`src/rtl/matrix_frame_ctrl_if.sv`:
```
// Bus between the two row writers / matrix driver and the frame controller.
interface matrix_frame_ctrl_if;
  logic [1:0]  req;
  logic [2:0]  row0;
  logic [2:0]  row1;
  logic [7:0]  data0;
  logic [7:0]  data1;
  logic [1:0]  gnt;
  logic        commit;
  logic        frame_done;
  logic [63:0] matdata;
  logic        swap_pending;

  modport master (
    output req, row0, row1, data0, data1, commit, frame_done,
    input  gnt, matdata, swap_pending
  );

  modport slave (
    input  req, row0, row1, data0, data1, commit, frame_done,
    output gnt, matdata, swap_pending
  );
endinterface

```
`src/rtl/matrix_frame_ctrl.sv`:
```
// Double-buffered 8x8 matrix frame controller: two requesters arbitrate for
// the back buffer, and a committed frame is copied to the front buffer at the
// driver's next end-of-frame pulse.
module matrix_frame_ctrl #(
  parameter int unsigned HOLD_MAX = 8
) (
  input logic              clk,
  input logic              nrst,
  matrix_frame_ctrl_if.slave bus
);

  typedef enum logic [1:0] {IDLE, OWN0, OWN1} state_e;

  state_e      state_q;
  logic        last_q;
  logic [7:0]  cnt_q;
  logic [63:0] back_q, back_d;
  logic [63:0] front_q;
  logic        pend_q;

  logic        own_sel;
  logic        other_req;
  logic        beat;
  logic [8:0]  cnt_inc;
  logic        hold_hit;
  logic        swap;

  // owner index and the waiting requester's line
  assign own_sel   = (state_q == OWN1);
  assign other_req = bus.req[~own_sel];
  assign beat      = (state_q != IDLE) && bus.req[own_sel];
  assign cnt_inc   = {1'b0, cnt_q} + 9'd1;
  assign hold_hit  = (cnt_inc >= 9'(HOLD_MAX));
  assign swap      = bus.frame_done && (pend_q || bus.commit);

  assign bus.gnt          = {state_q == OWN1, state_q == OWN0};
  assign bus.matdata      = front_q;
  assign bus.swap_pending = pend_q;

  // arbiter: IDLE/OWN0/OWN1 with round-robin tie break and hold limit
  always_ff @(posedge clk) begin
    if (!nrst) begin
      state_q <= IDLE;
      cnt_q   <= '0;
      last_q  <= 1'b1;
    end else begin
      case (state_q)
        IDLE: begin
          if (bus.req == 2'b11) begin
            // last_q==1 means requester 1 was served last, so 0 wins
            state_q <= last_q ? OWN0 : OWN1;
            last_q  <= ~last_q;
            cnt_q   <= '0;
          end else if (bus.req[0]) begin
            state_q <= OWN0;
            last_q  <= 1'b0;
            cnt_q   <= '0;
          end else if (bus.req[1]) begin
            state_q <= OWN1;
            last_q  <= 1'b1;
            cnt_q   <= '0;
          end
        end
        OWN0, OWN1: begin
          if (!beat || (hold_hit && other_req)) begin
            if (other_req) begin
              state_q <= own_sel ? OWN0 : OWN1;
              last_q  <= ~own_sel;
              cnt_q   <= '0;
            end else begin
              state_q <= IDLE;
            end
          end else if (hold_hit) begin
            // nobody waiting: keep the grant, pin the counter at the limit
            cnt_q <= 8'(HOLD_MAX);
          end else begin
            cnt_q <= cnt_inc[7:0];
          end
        end
        default: state_q <= IDLE;
      endcase
    end
  end

  // row write into the back buffer on a granted beat
  always_comb begin
    back_d = back_q;
    if (beat) begin
      if (own_sel) back_d[{bus.row1, 3'b000} +: 8] = bus.data1;
      else         back_d[{bus.row0, 3'b000} +: 8] = bus.data0;
    end
  end

  // buffers and swap request; front takes the pre-write back value
  always_ff @(posedge clk) begin
    if (!nrst) begin
      back_q  <= '0;
      front_q <= '0;
      pend_q  <= 1'b0;
    end else begin
      back_q <= back_d;
      if (swap) front_q <= back_q;
      pend_q <= swap ? 1'b0 : (pend_q || bus.commit);
    end
  end

endmodule

```
`src/flat_wrapper.sv`:
```
// flat-port wrapper written by rule: the top's interface ports become plain ports
module matrix_frame_ctrl_flat 
#(
  parameter int unsigned HOLD_MAX = 8
)
  (clk, nrst, bus_req, bus_row0, bus_row1, bus_data0, bus_data1, bus_commit, bus_frame_done, bus_gnt, bus_matdata, bus_swap_pending);
  matrix_frame_ctrl_if bus_i ();
  input logic clk;
  input logic nrst;
  input wire logic [$bits(bus_i.req)-1:0] bus_req;
  input wire logic [$bits(bus_i.row0)-1:0] bus_row0;
  input wire logic [$bits(bus_i.row1)-1:0] bus_row1;
  input wire logic [$bits(bus_i.data0)-1:0] bus_data0;
  input wire logic [$bits(bus_i.data1)-1:0] bus_data1;
  input wire logic [$bits(bus_i.commit)-1:0] bus_commit;
  input wire logic [$bits(bus_i.frame_done)-1:0] bus_frame_done;
  output wire logic [$bits(bus_i.gnt)-1:0] bus_gnt;
  output wire logic [$bits(bus_i.matdata)-1:0] bus_matdata;
  output wire logic [$bits(bus_i.swap_pending)-1:0] bus_swap_pending;
  assign bus_i.req = bus_req;
  assign bus_i.row0 = bus_row0;
  assign bus_i.row1 = bus_row1;
  assign bus_i.data0 = bus_data0;
  assign bus_i.data1 = bus_data1;
  assign bus_i.commit = bus_commit;
  assign bus_i.frame_done = bus_frame_done;
  assign bus_gnt = bus_i.gnt;
  assign bus_matdata = bus_i.matdata;
  assign bus_swap_pending = bus_i.swap_pending;
  matrix_frame_ctrl #(.HOLD_MAX(HOLD_MAX)) u_core (.clk(clk), .nrst(nrst), .bus(bus_i));
endmodule
```
`config.mk`:
```
export PLATFORM = sky130hd
export DESIGN_NAME = matrix_frame_ctrl_flat
export DESIGN_NICKNAME = d
export VERILOG_FILES = /design/src/rtl/matrix_frame_ctrl_if.sv /design/src/rtl/matrix_frame_ctrl.sv /design/src/flat_wrapper.sv
export SDC_FILE = /design/constraint.sdc
export NUM_CORES = 1
export LEC_CHECK = 0
export CORE_ASPECT_RATIO = 1.25
export CORE_MARGIN = 5
export CORE_UTILIZATION = 59
export DETAILED_ROUTE_END_ITERATION = 7
export GPL_TIMING_DRIVEN = 0
export PLACE_DENSITY = 0.9
export SLEW_MARGIN = 25
export SYNTH_ARGS = -nofsm -noshare
export SYNTH_HDL_FRONTEND = slang
export SYNTH_SLANG_ARGS = --single-unit
```
`constraint.sdc`:
```
create_clock -name clk -period 4.9 [get_ports clk]
set_input_delay 1.47 -clock clk [delete_from_list [all_inputs] [get_ports clk]]
set_output_delay 1.47 -clock clk [all_outputs]
set_load 0.03 [all_outputs]
```
==> flow_summary_export.csv, run 1 <==
group,metric,value,unit
outcome,status,"finished, final reports clean",
route,drtAntennaViolNets,0,
timing,post-route-min-period,3.96,ns
floorplan,io_pins,95,
cells_and_area,drive_above_1_share,0.0760,
worst_setup_path,crit_family,"buffers and inverters",
logic_synthesis,syn_nets,903,
worst_setup_path,worst_setup_path_end_kind,"flop",
timing,rsz0062_at_grt,"no",
logic_synthesis,ys.warnings.count,0,
timing,fin_tns_setup,0,ns
floorplan,core_area,11500,um2
clocking,hold_buffers,0,
power,ir_drop,0.318,mV
clocking,clk_path_buf_depth,2,
logic_synthesis,postSynthAreaPerCell,7.96,um2
timing,slew_headroom,0.366,
clocking,postCtsSetupBuffers,0,
timing,worst_pin_slew,0.944,ns
timing,setup_viol,0,
route,route.met2.wl,10.2,mm
grt,track_usage,0.299,
clocking,clkLatencyLatePin,0.43,ns
clocking,clk_pin_slew_worst_paths,0.06,ns
clocking,cts.htree.levels,4,
worst_setup_path,critPathLaunchType,"primary input",
logic_synthesis,syn_inst,865,
cells_and_area,n_antenna_cell,0,
route,finalWirelength,20.9,mm
min_path,min-delay-start,"u_core.back_q[21]",
floorplan,fp-row-count,44,
route,met1Wirelength,7.81,mm
worst_setup_path,max_stage_delay,0.55,ns
cells_and_area,fin_nets,1013,
route,top_layer,"met4",
worst_setup_path,arrival,4.23,ns
timing,fmax,253,MHz
logic_synthesis,synth_cell_type_count,57,
power,leakage,2.90,nW
floorplan,initial_utilization,0.598,
floorplan,chipHeight,131,um
worst_setup_path,crit_start,"bus_row1[1]",
grt,grt_pass1_vias,6672,
worst_setup_path,cp_slowest_cell,"clkdlybuf4s50_1",
clocking,ctsResizeCount,0,
power,fin_total_pwr,3.10,mW
min_path,hold_class,"flop to flop",
route,met3RoutedLength,1.90,mm
logic_synthesis,synthTopCellsByArea,"dfxtp_1 41%, nand2_1 8.4%, a21oi_1 7.5%",
grt,grt-ovfl-total,0,
clocking,cts_tree,"built",
route,drc_errors,0,
route,num_vias,7025,
worst_setup_path,r2r_start,"u_core.state_q[0]",
logic_synthesis,synth_seq_area_share,0.407,
grt,grt_pass1_wl,32.8,mm
worst_setup_path,crit_required,5.17,ns
logic_synthesis,synth_largest_area_cell,"dfxtp_1",
clocking,numCtsBuffers,17,
timing,final.setup_skew,0.00787,ns
timing,timing.final.crit_share,0.807,
placement,portBuffers,91,
job,max_cap_violations,0,
floorplan,die-area,13900,um2
floorplan,fp.dieW,107,um
cells_and_area,syn2layout_area_growth,24.5,%
grt,grt_antenna_before_repair,0,
logic_synthesis,syn-cell-area,6880,um2
placement,place_congestion,1.00,
clocking,clock-root-buffer,"clkbuf_16",
route,dr.pass1.iters,7,
clocking,clock-sinks,140,
worst_setup_path,timing.critical_path.buf_inv,5,
worst_setup_path,crit_type,"primary input to flop",
logic_synthesis,synth.top_cell.area_share,0.407,
logic_synthesis,yosys_register_bits,140,
power,powerDensity,361,nW/um2
worst_setup_path,cp_max_fo,9,
route,drtIter0Drc,669,
timing,drv_slew,0,
timing,hold_violations,0,
route,routed_via_density,6.24,
worst_setup_path,crit_chain,"clkdlybuf4s50_1 -> inv_1 -> ha_1 -> ha_1 -> clkbuf_2 -> or4b_1 -> buf_2 -> or2_0 -> buf_6 -> a2111oi_2 -> a211oi_2",
placement,dp_hpwl,14.5,mm
route,wl_per_cell,18.6,um
worst_setup_path,crit_top_cell,"ha_1",
grt,grt_max_degree,17,
[final cells by class]
class                           instances  area [um2]
Inverter                               37         139
Buffer                                 78         334
Tap cell                              138         173
Clock buffer                           18         439
Fill cell                             862        2930
Multi-Input combinational cell        610        3610
Timing Repair Buffer                   91         911
Clock inverter                         13         165
Sequential cell                       140        2800
[state kept, by name, indices dropped and copies added, names as in the netlist]
signal	count
u_core.last_q	1
u_core.bus.matdata	64
u_core.state_q	2
u_core.cnt_q	8
u_core.bus.swap_pending	1
u_core.back_q	64
[final timing paths]
path                            slack [ns]                endpoint  cells after the start
worst min-delay path                  0.45  u_core.bus.matdata[21]                      2
worst max register to register        2.18       u_core.back_q[12]                      8
worst max-delay path                  0.94        u_core.back_q[4]                     11
worst min register to register        0.45  u_core.bus.matdata[21]                      2
[where the power goes]
part | total [mW] | internal (mW) | switching (mW)
sequential | 1.18 | 1.16 | 0.0158
clock | 1.32 | 0.813 | 0.511
combinational | 0.595 | 0.182 | 0.413
[worst min-delay path, delay by kind of cell (launching register included)]
family	cells	cell delay, ns
compound gates	1	0.05
simple gates	1	0.05
flops	1	0.31
[metal layers]
metal  vias up  global-route usage
li1       3267                   -
met1      3278               0.347
met2       386               0.507
met3        94              0.0673
met4         0               0.178
met5         -                   0
[cells by family after synthesis]
logic type                 after synthesis  share of synthesized area
AOI/OAI and AO/OA                      233                      0.225
muxes                                   26                     0.0378
and+or+nand+nor                        341                      0.243
adders and majority gates               10                     0.0182
buffers and inverters                  115                     0.0687
DFF                                    140                      0.407
[stage by stage]
| step | instances | setup slack, ns | instance area, um2 | hold WS, ns | utilization |
|---|---|---|---|---|---|
| detailed placement | 1094 | 0.570 | 7970 | 0.442 | 0.692 |
| global placement | 1094 | 0.652 | 7970 | 0.438 | 0.692 |
| CTS | 1125 | 0.967 | 8570 | 0.450 | 0.745 |
| floorplan | 865 | 1.08 | 6880 | 0.428 | - |
| finish | 1125 | 0.943 | 8570 | 0.448 | 0.745 |
| global route | 1125 | 0.857 | 8570 | 0.466 | 0.745 |
[synth_stat cells, drive strengths merged]
cell type / number
a2111oi: 9
a211oi: 9
a21boi: 32
a21o: 1
a21oi: 103
a22o: 4
a31o: 1
a31oi: 1
a32o: 2
and2: 2
and3: 4
and3b: 1
and4b: 1
buf: 17
clkbuf: 61
clkinv: 2
dfxtp: 140
ha: 10
inv: 35
mux2i: 26
nand2: 154
nand2b: 5
nand3: 62
nand3b: 4
nand4: 4
nand4b: 3
nor2: 7
nor2b: 4
nor3: 32
nor3b: 2
nor4: 40
nor4b: 1
nor4bb: 1
o2111ai: 1
o21a: 32
o21ai: 33
o21bai: 2
o221a: 1
o221ai: 1
o22ai: 1
or2: 6
or2b: 1
or3b: 3
or4: 2
or4b: 2
[layout by cell type, fill, tap and decap left out, types with 8 or more instances in the layout]
cell type | synthesis | final
nor4_1 | 40 | 40
o21ai_0 | 29 | 29
a211oi_2 | 9 | 9
dfxtp_1 | 140 | 140
a21oi_1 | 103 | 103
o21a_1 | 32 | 32
inv_1 | 35 | 35
a2111oi_2 | 8 | 8
nor3_1 | 32 | 32
nand3_1 | 62 | 62
a21boi_0 | 32 | 32
mux2i_1 | 26 | 26
clkdlybuf4s50_1 | 0 | 91
clkbuf_1 | 60 | 60
nand2_1 | 154 | 154
clkbuf_16 | 0 | 17
ha_1 | 10 | 10
No activity file was read; power rests on OpenSTA's default activity.
==> inputs of run 2 (changes only) <==
--- a/config.mk
+++ b/config.mk
@@ -7,10 +7,10 @@
 export LEC_CHECK = 0
 export CORE_ASPECT_RATIO = 1.25
 export CORE_MARGIN = 5
-export CORE_UTILIZATION = 59
+export CORE_UTILIZATION = 55
 export DETAILED_ROUTE_END_ITERATION = 7
 export GPL_TIMING_DRIVEN = 0
-export PLACE_DENSITY = 0.9
+export PLACE_DENSITY = 0.85
 export SLEW_MARGIN = 25
 export SYNTH_ARGS = -nofsm -noshare
 export SYNTH_HDL_FRONTEND = slang
==> constraint.sdc (replaced) <==
create_clock -name clk -period 4.1 [get_ports clk]
set_input_delay 1.23 -clock clk [delete_from_list [all_inputs] [get_ports clk]]
set_output_delay 1.23 -clock clk [all_outputs]
set_load 0.03 [all_outputs]
==> run 2 against run 1 <==
  * Final cell count up 2.4%
  * Count of clock-buffer cells in the layout down 1
  * Sequential cell count unchanged
  * Via count down 1.7%
  * Global-route usage down 2.2 points
  * Critical path type unchanged
==> flow_summary_export.csv, run 2 (synthesis gave the netlist of run 1 again) <==
group,metric,value,unit
route,finalWirelength,20.2,mm
placement,place_congestion,0.976,
timing,worst_pin_slew,0.989,ns
route,dr.pass1.iters,6,
clocking,numCtsBuffers,17,
route,routed_via_density,6.00,
route,num_vias,6908,
clocking,cts.htree.levels,4,
min_path,hold_end,"u_core.bus.matdata[20]",
floorplan,fp-row-count,45,
power,powerDensity,426,nW/um2
worst_setup_path,crit_type,"primary input to flop",
clocking,ctsResizeCount,0,
power,ir_drop,0.289,mV
worst_setup_path,r2r_setup_slack,1.35,ns
route,wl_per_cell,17.6,um
floorplan,initial_utilization,0.563,
clocking,clk_pin_slew_worst_paths,0.07,ns
route,drc_errors,0,
cells_and_area,final_cells,1152,
cells_and_area,n_antenna_cell,0,
cells_and_area,syn2layout_area_growth,24.8,%
timing,fin_tns_setup,0,ns
min_path,holdPathStages,2,
timing,final.setup_skew,0.00848,ns
cells_and_area,final_common_cell,"nand2_1",
timing,rsz0062_at_grt,"no",
min_path,min-delay-start,"u_core.back_q[20]",
clocking,cts_tree,"built",
floorplan,chipHeight,135,um
placement,dp.cells,1120,
floorplan,io_pins,95,
clocking,clk_path_buf_depth,2,
power,leakage,2.91,nW
worst_setup_path,r2r_start,"u_core.state_q[0]",
timing,setup_viol,0,
worst_setup_path,r2r-end,"u_core.back_q[29]",
placement,portBuffers,91,
floorplan,core_area,12200,um2
grt,grt-ovfl-total,0,
worst_setup_path,crit_start,"bus_row0[0]",
timing,drv_slew,0,
route,drtIter0Drc,794,
grt,track_usage,0.277,
timing,fmax,271,MHz
route,drtAntennaViolNets,0,
placement,dp_hpwl,14.3,mm
cells_and_area,final_cell_mix,"154 x nand2_1, 140 x dfxtp_1, 103 x a21oi_1",
floorplan,fp.dieW,110,um
worst_setup_path,critPathLaunchType,"primary input",
grt,grt_max_degree,17,
timing,post-route-min-period,3.70,ns
clocking,clock-sinks,140,
worst_setup_path,crit_required,4.47,ns
grt,grt_antenna_before_repair,0,
grt,grt_pass1_wl,32.5,mm
cells_and_area,fin_nets,1013,
clocking,clock-root-buffer,"clkbuf_16",
timing,hold_violations,0,
clocking,clkLatencyLatePin,0.42,ns
grt,grt_pass1_vias,6614,
cells_and_area,fin_util,0.703,
clocking,postCtsSetupBuffers,0,
min_path,hold_class,"flop to flop",
clocking,hold_buffers,0,
outcome,status,"finished, final reports clean",
worst_setup_path,worst-r2r-cell-count,9,
job,max_cap_violations,0,
timing,timing.final.crit_share,0.901,
worst_setup_path,cp_max_fo,10,
worst_setup_path,arrival,4.06,ns
timing,slew_headroom,0.339,
worst_setup_path,worst_setup_path_end_kind,"flop",
floorplan,die-area,14900,um2
cells_and_area,drive_above_1_share,0.0779,
timing,holdWs,0.452,ns
## run 2: changes by cell type in the layout (fill, tap and decap cells not counted), sizes merged
cell | previous run | this run
clkinvlp | 4 | 1
inv | 38 | 40
clkbuf | 79 | 78
clkinv | 5 | 9
bufinv | 3 | 2
## run 2: stage by stage
step / power, mW / setup slack, ns / cell area, um2
2_1_floorplan: 1.90 / 0.518 / 6880
3_3_place_gp: 2.10 / 0.0877 / 8000
3_5_place_dp: 2.11 / 0.0310 / 8000
4_1_cts: 3.64 / 0.446 / 8590
5_1_grt: 3.77 / 0.268 / 8590
6_report: 3.66 / 0.405 / 8590
## run 2: how the worst max path moves through the flow
stage | end | cells after the start | slack [ns]
after floorplan | u_core.back_q[0] | 11 | 0.52
after detailed placement | u_core.back_q[2] | 11 | 0.03
after global routing | u_core.back_q[5] | 11 | 0.27
after CTS | u_core.back_q[5] | 11 | 0.45
after global placement | u_core.back_q[2] | 11 | 0.09
final | u_core.back_q[13] | 10 | 0.40
## run 2: per-layer routing
layer | wire, um | global-route usage
met2 | 9510 | 0.445
met4 | 960 | 0.140
met1 | 7730 | 0.350
met3 | 2010 | 0.0560
met5 | 0 | 0
## run 2: power by group
part | internal (mW) | leakage [nW] | switching [mW] | total [mW]
registers | 1.39 | 1.13 | 0.0194 | 1.41
logic | 0.217 | 1.49 | 0.485 | 0.702
clock network | 0.907 | 0.290 | 0.644 | 1.55
## run 2: worst max-delay path: stages
cell and delay, ns:
clkdlybuf4s50_1 0.56, inv_1 0.07, ha_1 0.20, ha_1 0.23, nor4bb_1 0.49, clkbuf_1 0.39
clkbuf_1 0.44, nand3_1 0.13, a21oi_1 0.18, o21a_1 0.15
## run 2: cell type report
type	count	area (um2)
multi-input cells	610	3610
clock buffers	17	425
inverters	37	139
flip-flops and latches	140	2800
plain buffers	78	334
clock inverters	15	164
fillers	998	3620
well taps	164	205
repair buffers	91	911
==> inputs of run 3 (changes only) <==
--- a/config.mk
+++ b/config.mk
@@ -7,10 +7,9 @@
 export LEC_CHECK = 0
 export CORE_ASPECT_RATIO = 1.25
 export CORE_MARGIN = 5
-export CORE_UTILIZATION = 55
+export CORE_UTILIZATION = 44
 export DETAILED_ROUTE_END_ITERATION = 7
-export GPL_TIMING_DRIVEN = 0
-export PLACE_DENSITY = 0.85
+export PLACE_DENSITY = 0.71
 export SLEW_MARGIN = 25
 export SYNTH_ARGS = -nofsm -noshare
 export SYNTH_HDL_FRONTEND = slang
==> run 3 against run 2 <==
  * Setup slack better by 0.13 ns
  * Routed wire length fell by 5.7%
  * Count of clock-buffer cells in the layout is 1 higher
  * Maximum frequency increased by 3.5%
  * Largest cell class unchanged
  * Largest power group unchanged
==> flow_summary_export.csv, run 3 (synthesis gave the netlist of run 1 again) <==
group,metric,value,unit
outcome,status,"finished, final reports clean",
timing,drv_slew,0,
worst_setup_path,crit_required,4.39,ns
grt,track_usage,0.211,
floorplan,fp.dieW,122,um
route,drc_errors,0,
power,ir_drop,0.371,mV
clocking,cts_tree,"built",
clocking,ctsResizeCount,0,
placement,dp.cells,1118,
power,powerDensity,434,nW/um2
timing,slew_headroom,0.389,
clocking,hold_buffers,0,
timing,setup_viol,0,
grt,grt_pass1_vias,6225,
min_path,hold_end,"u_core.bus.matdata[25]",
worst_setup_path,r2r_setup_slack,1.46,ns
cells_and_area,ff_latch_area,2800,um2
clocking,clock-root-buffer,"clkbuf_16",
worst_setup_path,cp_max_fo,9,
worst_setup_path,arrival,3.86,ns
floorplan,die-area,18300,um2
cells_and_area,final_cells,1150,
timing,post-route-min-period,3.57,ns
route,routed_via_density,5.54,
grt,grt_antenna_before_repair,0,
grt,grt-busiest-layer,"met2",
grt,grt_max_degree,87,
timing,timing.final.crit_share,0.871,
floorplan,io_pins,95,
min_path,hold_class,"flop to flop",
clocking,clk_pin_slew_worst_paths,0.06,ns
clocking,postCtsSetupBuffers,0,
clocking,clk_path_buf_depth,2,
floorplan,initial_utilization,0.444,
clocking,clkLatencyLatePin,0.42,ns
cells_and_area,n_antenna_cell,0,
grt,grt-ovfl-total,0,
cells_and_area,fill_cells,1431,
route,dr.pass1.iters,5,
worst_setup_path,max_stage_delay,0.53,ns
worst_setup_path,crit_type,"primary input to flop",
floorplan,core_area,15500,um2
clocking,clock-sinks,140,
worst_setup_path,r2r_start,"u_core.state_q[0]",
clocking,numCtsBuffers,17,
worst_setup_path,cp_slowest_cell,"a2111oi_2",
placement,portBuffers,94,
worst_setup_path,r2r-end,"u_core.back_q[7]",
route,drtAntennaViolNets,0,
floorplan,chipHeight,150,um
cells_and_area,final_cell_mix,"154 x nand2_1, 140 x dfxtp_1, 103 x a21oi_1",
timing,hold_violations,0,
worst_setup_path,critPathLaunchType,"primary input",
grt,met3_usage,0.0355,
power,leakage,2.94,nW
cells_and_area,final_common_cell,"nand2_1",
timing,fmax,280,MHz
route,finalWirelength,19.1,mm
worst_setup_path,crit_chain,"clkdlybuf4s50_1 -> inv_1 -> ha_1 -> ha_1 -> or4_4 -> or2_0 -> a2111oi_2 -> a211oi_2",
grt,global_route.usage.met2,0.360,
timing,fin_tns_setup,0,ns
job,max_cap_violations,0,
min_path,min-delay-start,"u_core.back_q[25]",
cells_and_area,drive_above_1_share,0.100,
placement,dp_hpwl,13.0,mm
worst_setup_path,worst_setup_path_end_kind,"flop",
cells_and_area,fin_nets,963,
timing,final.setup_skew,0.00681,ns
clocking,cts.htree.levels,4,
worst_setup_path,worst-r2r-cell-count,7,
timing,rsz0062_at_grt,"no",
placement,place_congestion,0.941,
cells_and_area,syn2layout_area_growth,24.9,%
worst_setup_path,crit_top_cell,"ha_1",
route,num_vias,6369,
timing,worst_pin_slew,0.915,ns
grt,gr-usage-met1,0.265,
route,drtIter0Drc,532,
floorplan,fp-row-count,51,
grt,grt_pass1_wl,30.9,mm
cells_and_area,multi_input_area,3630,um2
min_path,holdPathStages,2,
route,wl_per_cell,16.6,um
==> run 3: cell types whose count changed in the layout (fill, tap and decap cells not counted), sizes merged <==
cell           delta
clkdlybuf4s50     +2
buf               +9
inv               +2
clkbuf           -60
bufinv            +2
clkinv            -5
==> run 3: report_power, final <==
group | internal [mW] | switching [mW] | total, mW
registers | 1.39 | 0.0172 | 1.40
logic | 0.208 | 0.449 | 0.657
clock network | 1.04 | 0.634 | 1.67
total | 2.63 | 1.10 | 3.73
==> run 3: final cells by class <==
class | count | area share
Multi-Input combinational cell | 610 | 0.422
Sequential cell | 140 | 0.326
Clock inverter | 14 | 0.0241
Timing Repair Buffer | 119 | 0.131
Inverter | 37 | 0.0161
Clock buffer | 18 | 0.0499
Tap cell | 212 | 0.0308
==> run 3: worst max path at each step <==
stage | startpoint | to | slack, ns | cells after the start
floorplan | bus_row1[0] | u_core.back_q[0] | 0.52 | 11
global placement | bus_row0[0] | u_core.back_q[4] | 0.18 | 8
detailed placement | bus_row0[1] | u_core.back_q[7] | 0.09 | 8
CTS | bus_row0[1] | u_core.back_q[7] | 0.53 | 8
global route | bus_row0[1] | u_core.back_q[7] | 0.44 | 8
finish | bus_row0[1] | u_core.back_q[7] | 0.53 | 8
==> run 3: worst max-delay path: cells and delay by family <==
kind	cells	cell delay, ns
adders and majority gates	2	0.49
and+or+nand+nor	2	0.98
AOI/OAI and AO/OA	2	0.61
buffers and inverters	2	0.55
==> run 3: stage by stage <==
| stage | total power, mW | hold slack [ns] | util | instance area (um2) | worst slack [ns] |
|---|---|---|---|---|---|
| 2_1_floorplan | 1.90 | 0.428 | - | 6880 | 0.518 |
| 3_3_place_gp | 2.08 | 0.437 | 0.514 | 7960 | 0.176 |
| 3_5_place_dp | 2.08 | 0.442 | 0.514 | 7960 | 0.0858 |
| 4_1_cts | 3.75 | 0.453 | 0.555 | 8600 | 0.531 |
| 5_1_grt | 3.89 | 0.466 | 0.555 | 8600 | 0.439 |
| 6_report | 3.73 | 0.447 | 0.555 | 8600 | 0.530 |
==> run 3: routing by layer <==
layer | wire length (um) | up-vias
met3 | 1080 | 44
met4 | 545 | 0
met1 | 8070 | 2942
li1 | - | 3172
met5 | 0 | -
met2 | 9360 | 211
